`src/rtl/ltpi_csr_avmm_timeout_bridge.sv`:
```
// ltpi_csr_avmm_timeout_bridge
//   Single-outstanding Avalon-MM bridge from the management host to the LTPI
//   CSR slave. The host command is registered and forwarded. A watchdog
//   aborts any forwarded command that makes no progress within TIMEOUT_CYCLES.
//   When that happens, a read returns TIMEOUT_RDATA and a write is dropped.
//   Each timeout sets a sticky flag and bumps a saturating 8-bit counter.
//
// Ports
//   clk, reset         single clock, synchronous active-high reset
//   avs_*              host-side slave (address/read/write/writedata/
//                      byteenable in; waitrequest/readdata/readdatavalid out)
//   avm_*              CSR-side master (address/read/write/writedata/
//                      byteenable out; waitrequest/readdata/readdatavalid in)
//   timeout_clr        clears timeout_flag / timeout_cnt
//   timeout_flag       sticky timeout indication
//   timeout_cnt        saturating timeout count
module ltpi_csr_avmm_timeout_bridge #(
    parameter int                ADDR_W         = 16,
    parameter int                DATA_W         = 32,
    parameter int                TIMEOUT_CYCLES = 1024,
    parameter logic [DATA_W-1:0] TIMEOUT_RDATA  = 32'hDEAD_BEEF
) (
    input  logic                clk,
    input  logic                reset,
    input  logic [ADDR_W-1:0]   avs_address,
    input  logic                avs_read,
    input  logic                avs_write,
    input  logic [DATA_W-1:0]   avs_writedata,
    input  logic [DATA_W/8-1:0] avs_byteenable,
    output logic                avs_waitrequest,
    output logic [DATA_W-1:0]   avs_readdata,
    output logic                avs_readdatavalid,
    output logic [ADDR_W-1:0]   avm_address,
    output logic                avm_read,
    output logic                avm_write,
    output logic [DATA_W-1:0]   avm_writedata,
    output logic [DATA_W/8-1:0] avm_byteenable,
    input  logic                avm_waitrequest,
    input  logic [DATA_W-1:0]   avm_readdata,
    input  logic                avm_readdatavalid,
    input  logic                timeout_clr,
    output logic                timeout_flag,
    output logic [7:0]          timeout_cnt
);

    localparam int CNT_W = (TIMEOUT_CYCLES > 2) ? $clog2(TIMEOUT_CYCLES) : 1;
    localparam logic [CNT_W-1:0] CNT_LAST = CNT_W'(TIMEOUT_CYCLES - 1);

    typedef enum logic [1:0] {IDLE, CMD, RDATA, RESP} state_t;

    state_t           state, state_nxt;
    logic [CNT_W-1:0] cnt;
    logic             is_write;
    logic             cap_cmd;
    logic             cap_rdata;
    logic             to_fire;
    logic             cnt_last;

    assign cnt_last = (cnt == CNT_LAST);

    always_comb begin
        state_nxt = state;
        cap_cmd   = 1'b0;
        cap_rdata = 1'b0;
        to_fire   = 1'b0;
        case (state)
            IDLE: begin
                // A late readdatavalid from a timed-out read lands here and is dropped.
                if (avs_write || avs_read) begin
                    cap_cmd   = 1'b1;
                    state_nxt = CMD;
                end
            end
            CMD: begin
                // Progress in the final cycle beats the timeout.
                if (!avm_waitrequest) begin
                    if (is_write) begin
                        state_nxt = IDLE;
                    end else if (avm_readdatavalid) begin
                        cap_rdata = 1'b1;
                        state_nxt = RESP;
                    end else begin
                        state_nxt = RDATA;
                    end
                end else if (cnt_last) begin
                    to_fire   = 1'b1;
                    state_nxt = is_write ? IDLE : RESP;
                end
            end
            RDATA: begin
                if (avm_readdatavalid) begin
                    cap_rdata = 1'b1;
                    state_nxt = RESP;
                end else if (cnt_last) begin
                    to_fire   = 1'b1;
                    state_nxt = RESP;
                end
            end
            RESP: state_nxt = IDLE;
            default: state_nxt = IDLE;
        endcase
    end

    assign avs_waitrequest   = (state != IDLE);
    assign avs_readdatavalid = (state == RESP);
    assign avm_read          = (state == CMD) && !is_write;
    assign avm_write         = (state == CMD) && is_write;

    always_ff @(posedge clk) begin
        if (reset) begin
            state          <= IDLE;
            cnt            <= '0;
            is_write       <= 1'b0;
            avm_address    <= '0;
            avm_writedata  <= '0;
            avm_byteenable <= '0;
            avs_readdata   <= '0;
            timeout_flag   <= 1'b0;
            timeout_cnt    <= 8'd0;
        end else begin
            state <= state_nxt;

            // Write wins when read and write arrive together.
            if (cap_cmd) begin
                avm_address    <= avs_address;
                avm_writedata  <= avs_writedata;
                avm_byteenable <= avs_byteenable;
                is_write       <= avs_write;
                cnt            <= '0;
            end else if ((state == CMD || state == RDATA) && !cnt_last) begin
                // The counter holds at its last value. A read accepted in
                // that final cycle then times out on its first RDATA cycle
                // if no readdatavalid has arrived.
                cnt <= cnt + 1'b1;
            end

            if (cap_rdata)
                avs_readdata <= avm_readdata;
            else if (to_fire && !is_write)
                avs_readdata <= TIMEOUT_RDATA;

            if (to_fire) begin
                timeout_flag <= 1'b1;
                timeout_cnt  <= timeout_clr ? 8'd1
                              : (timeout_cnt == 8'hFF) ? timeout_cnt
                              : timeout_cnt + 8'd1;
            end else if (timeout_clr) begin
                timeout_flag <= 1'b0;
                timeout_cnt  <= 8'd0;
            end
        end
    end

endmodule

```
`config.mk`:
```
export PLATFORM = sky130hd
export DESIGN_NAME = ltpi_csr_avmm_timeout_bridge
export DESIGN_NICKNAME = d
export VERILOG_FILES = /design/src/rtl/ltpi_csr_avmm_timeout_bridge.sv
export SDC_FILE = /design/constraint.sdc
export NUM_CORES = 1
export LEC_CHECK = 0
export ABC_AREA = 1
export CAP_MARGIN = 20
export CORE_MARGIN = 5
export CORE_UTILIZATION = 46
export CTS_CLUSTER_DIAMETER = 100
export CTS_CLUSTER_SIZE = 40
export DETAILED_ROUTE_END_ITERATION = 8
export PLACE_DENSITY = 0.92
export SYNTH_ARGS = -nofsm -noshare
export SYNTH_HDL_FRONTEND = slang
export SYNTH_SLANG_ARGS = --single-unit
```
`constraint.sdc`:
```
create_clock -name clk -period 3.9 [get_ports clk]
set_input_delay 0.585 -clock clk [delete_from_list [all_inputs] [get_ports clk]]
set_output_delay 0.585 -clock clk [all_outputs]
set_load 0.01 [all_outputs]
```
==> qor.txt <==
status: finished, final reports clean
final period utilization: 62.4%
Core ar.: 9330 um2
Mean Syn Cell Area: 7.49 um2
H-tree levels: 3
reg2reg end: avs_readdata[4]$_SDFFE_PP0P_
Iter 0 DRT Violations: 167
Gate power share: 42.8%
CTS Hold Bufs: 0
hpwl dp: 9.64 mm
most instantiated library cell after synthesis: nor2_1
worst vdd ir: 0.364 mV
synthesized area: 4450 um2
first-pass GRT wire length: 20.5 mm
Primary FF master, synth: dfxtp_1
Post-CTS Resized: 0
CP Capture Type: primary output
Synth Instances: 594
Max Buffers Root-to-Sink: 2
crit path from: state[0]$_SDFFE_PP0P_
# diodes: 0
Max-cap violations: 0
Critical Path RT: 3310 ps
post-CTS setup buffer count: 0
GPL Wtd Cong: 0.881
TritonCTS Buffers: 9
die area: 11700 um2
largest net degree at the start of global routing: 55
r2r setup slk: 1550 ps
Hold Path Class: flop to flop
CP arrival: 1850 ps
Int Pwr: 2.32 mW
Final Setup Violations: 0
DR DRC count: 0
Die Y: 108 um
TritonCTS clock tree: yes
Post-synth ARST share: 0%
Vias/cell: 4.94
share of power burned in the clock network: 16.5%
PD cells: 562 nW/um2
number of synthesis warnings: 0
Final min period: 2430 ps
Die W: 108 um
Worst-Margin Slew: 726 ps
CP Capture Point: avm_read
Reg2Reg Launch Point: state[0]$_SDFFE_PP0P_
number of synthesized flops with an enable pin: 0
initial core utilization: 47.7%
clk slew on worst S/H paths: 100 ps
WL per Instance: 14.2 um
sum of negative setup slack: 0 ps
Antenna Nets Post-Route: 0
switching power: 1.36 mW
sw frac: 37.0%
Final nets: 868
fmax: 0.411 GHz
Netlist cell types: 27
Mapped Nets: 691
vias: 4464
R2R depth: 6
most instantiated cells after synthesis: 133 x nor2_1, 106 x dfxtp_1, 75 x o21ai_0, 59 x nand2_1, 57 x inv_1
vias in the first global route: 4376
Slew Viols, Final: 0
top-area cell type share of the netlist area: 47.7%
share of cells above drive strength 1: 9.68%
root buf cell: clkbuf_8
Leak: 2.74 nW
drt pass-1 iters: 5
clk sinks: 106
GRT Total Usage: 21.8%
Port-buffer cells: 187
Area Overhead vs Synth: 47.3%
clock skew: 9.07 ps
cell taking the most area after synthesis: dfxtp_1
initial antenna violation count: 0
Critical Path Source Type: flop
Seq pwr share: 40.7%
Area contributors post-synth: dfxtp_1 48%, nor2_1 11%, o21ai_0 8.4%
row cnt: 35
Yosys reg bits: 106
WS Path Type: flop to primary output
Post-Layout Inst Area: 6550 um2
clk_lat worst skew: 360 ps
DP Area: 6380 um2
GRT Residual Overflow: 0
sequential area share after synthesis: 47.7%
drt total wl: 12.8 mm
crit path max fanout: 6
RSZ-0062 raised after global routing: false
Boundary Pins: 188
Slew headroom: 51.6%
final hold violations: 0
worst min-delay path by stage:
stage                                    end  slack (ps)  cells past startpoint                     startpoint
6_report       avs_readdata[19]$_SDFFE_PP0P_         470                      2  avs_readdata[19]$_SDFFE_PP0P_
3_5_place_dp   avs_readdata[19]$_SDFFE_PP0P_         450                      2  avs_readdata[19]$_SDFFE_PP0P_
2_1_floorplan            cnt[9]$_SDFFE_PP0P_         470                      2            cnt[9]$_SDFFE_PP0P_
5_1_grt        avs_readdata[19]$_SDFFE_PP0P_         510                      2  avs_readdata[19]$_SDFFE_PP0P_
3_3_place_gp   avs_readdata[31]$_SDFFE_PP0P_         450                      2  avs_readdata[31]$_SDFFE_PP0P_
4_1_cts        avs_readdata[19]$_SDFFE_PP0P_         480                      2  avs_readdata[19]$_SDFFE_PP0P_
worst max-delay path, cell delays in order, from the launching register on:
cell and delay, ps:
dfxtp_1 440, ha_1 260, nand2_1 110, inv_1 130, clkdlybuf4s50_1 560
layout make-up:
class	count	area, um2
Multi-Input combinational cell	383	1900
Clock inverter	4	28.8
Clock buffer	11	141
Fill cell	721	2780
Sequential cell	106	2120
Tap cell	129	161
Timing Repair Buffer	191	1900
Inverter	80	300
through the flow:
step                power (mW)  util, %  hold WS, ps  instances  setup WS, ps
floorplan                 2.32        -          472        594          2290
detailed placement        3.09     68.4          455        889          1300
finish                    3.68     70.2          474        904          1470
global route              3.94     70.2          507        904          1340
CTS                       3.71     70.2          479        904          1440
global placement          3.03     68.4          448        889          1410
sequential cells by signal, indices dropped and copies added (netlist names), named ones only:
name / flops
cnt: 10
timeout_flag: 1
avm_address: 16
timeout_cnt: 8
is_write: 1
state: 1
avs_readdata: 32
avm_byteenable: 4
avm_writedata: 32
cell families after synthesis:
group	count (synthesis)	synth area share, %
simple gates	241	23.6
compound gates	133	16.8
flops	106	47.7
buf+inv	105	9.65
fa+ha+maj	6	1.69
xor+xnor	3	0.591
placed cells by master, fill, tap and decap left out, types with 2 or more instances in the layout:
cell,instances
ha_1,6
nand4_1,7
inv_2,24
nor2_4,2
buf_4,4
xor2_1,2
o21ai_0,75
o21ai_2,21
clkbuf_8,10
nand2_2,4
nand2_1,59
inv_1,56
nand3_1,24
dfxtp_1,106
nand3_2,2
clkinvlp_4,2
nor3_1,4
nor2_1,133
nand2_4,2
o21ai_1,12
clkdlybuf4s50_1,187
a21oi_1,24
routing by layer:
metal	global-route usage, %	part of all wire [%]
met1	22.8	37
met2	38.8	51
met3	8.12	8.9
met4	9.92	3.0
met5	0	0
power by group through the flow:
stage	registers (mW)	logic, mW	clock network [mW]
after floorplan	1.61	0.709	0
after global placement	1.50	1.53	0
after detailed placement	1.52	1.58	0
after CTS	1.50	1.59	0.627
after global routing	1.53	1.74	0.670
final	1.50	1.58	0.609
(Power assumes the default switching activity.)
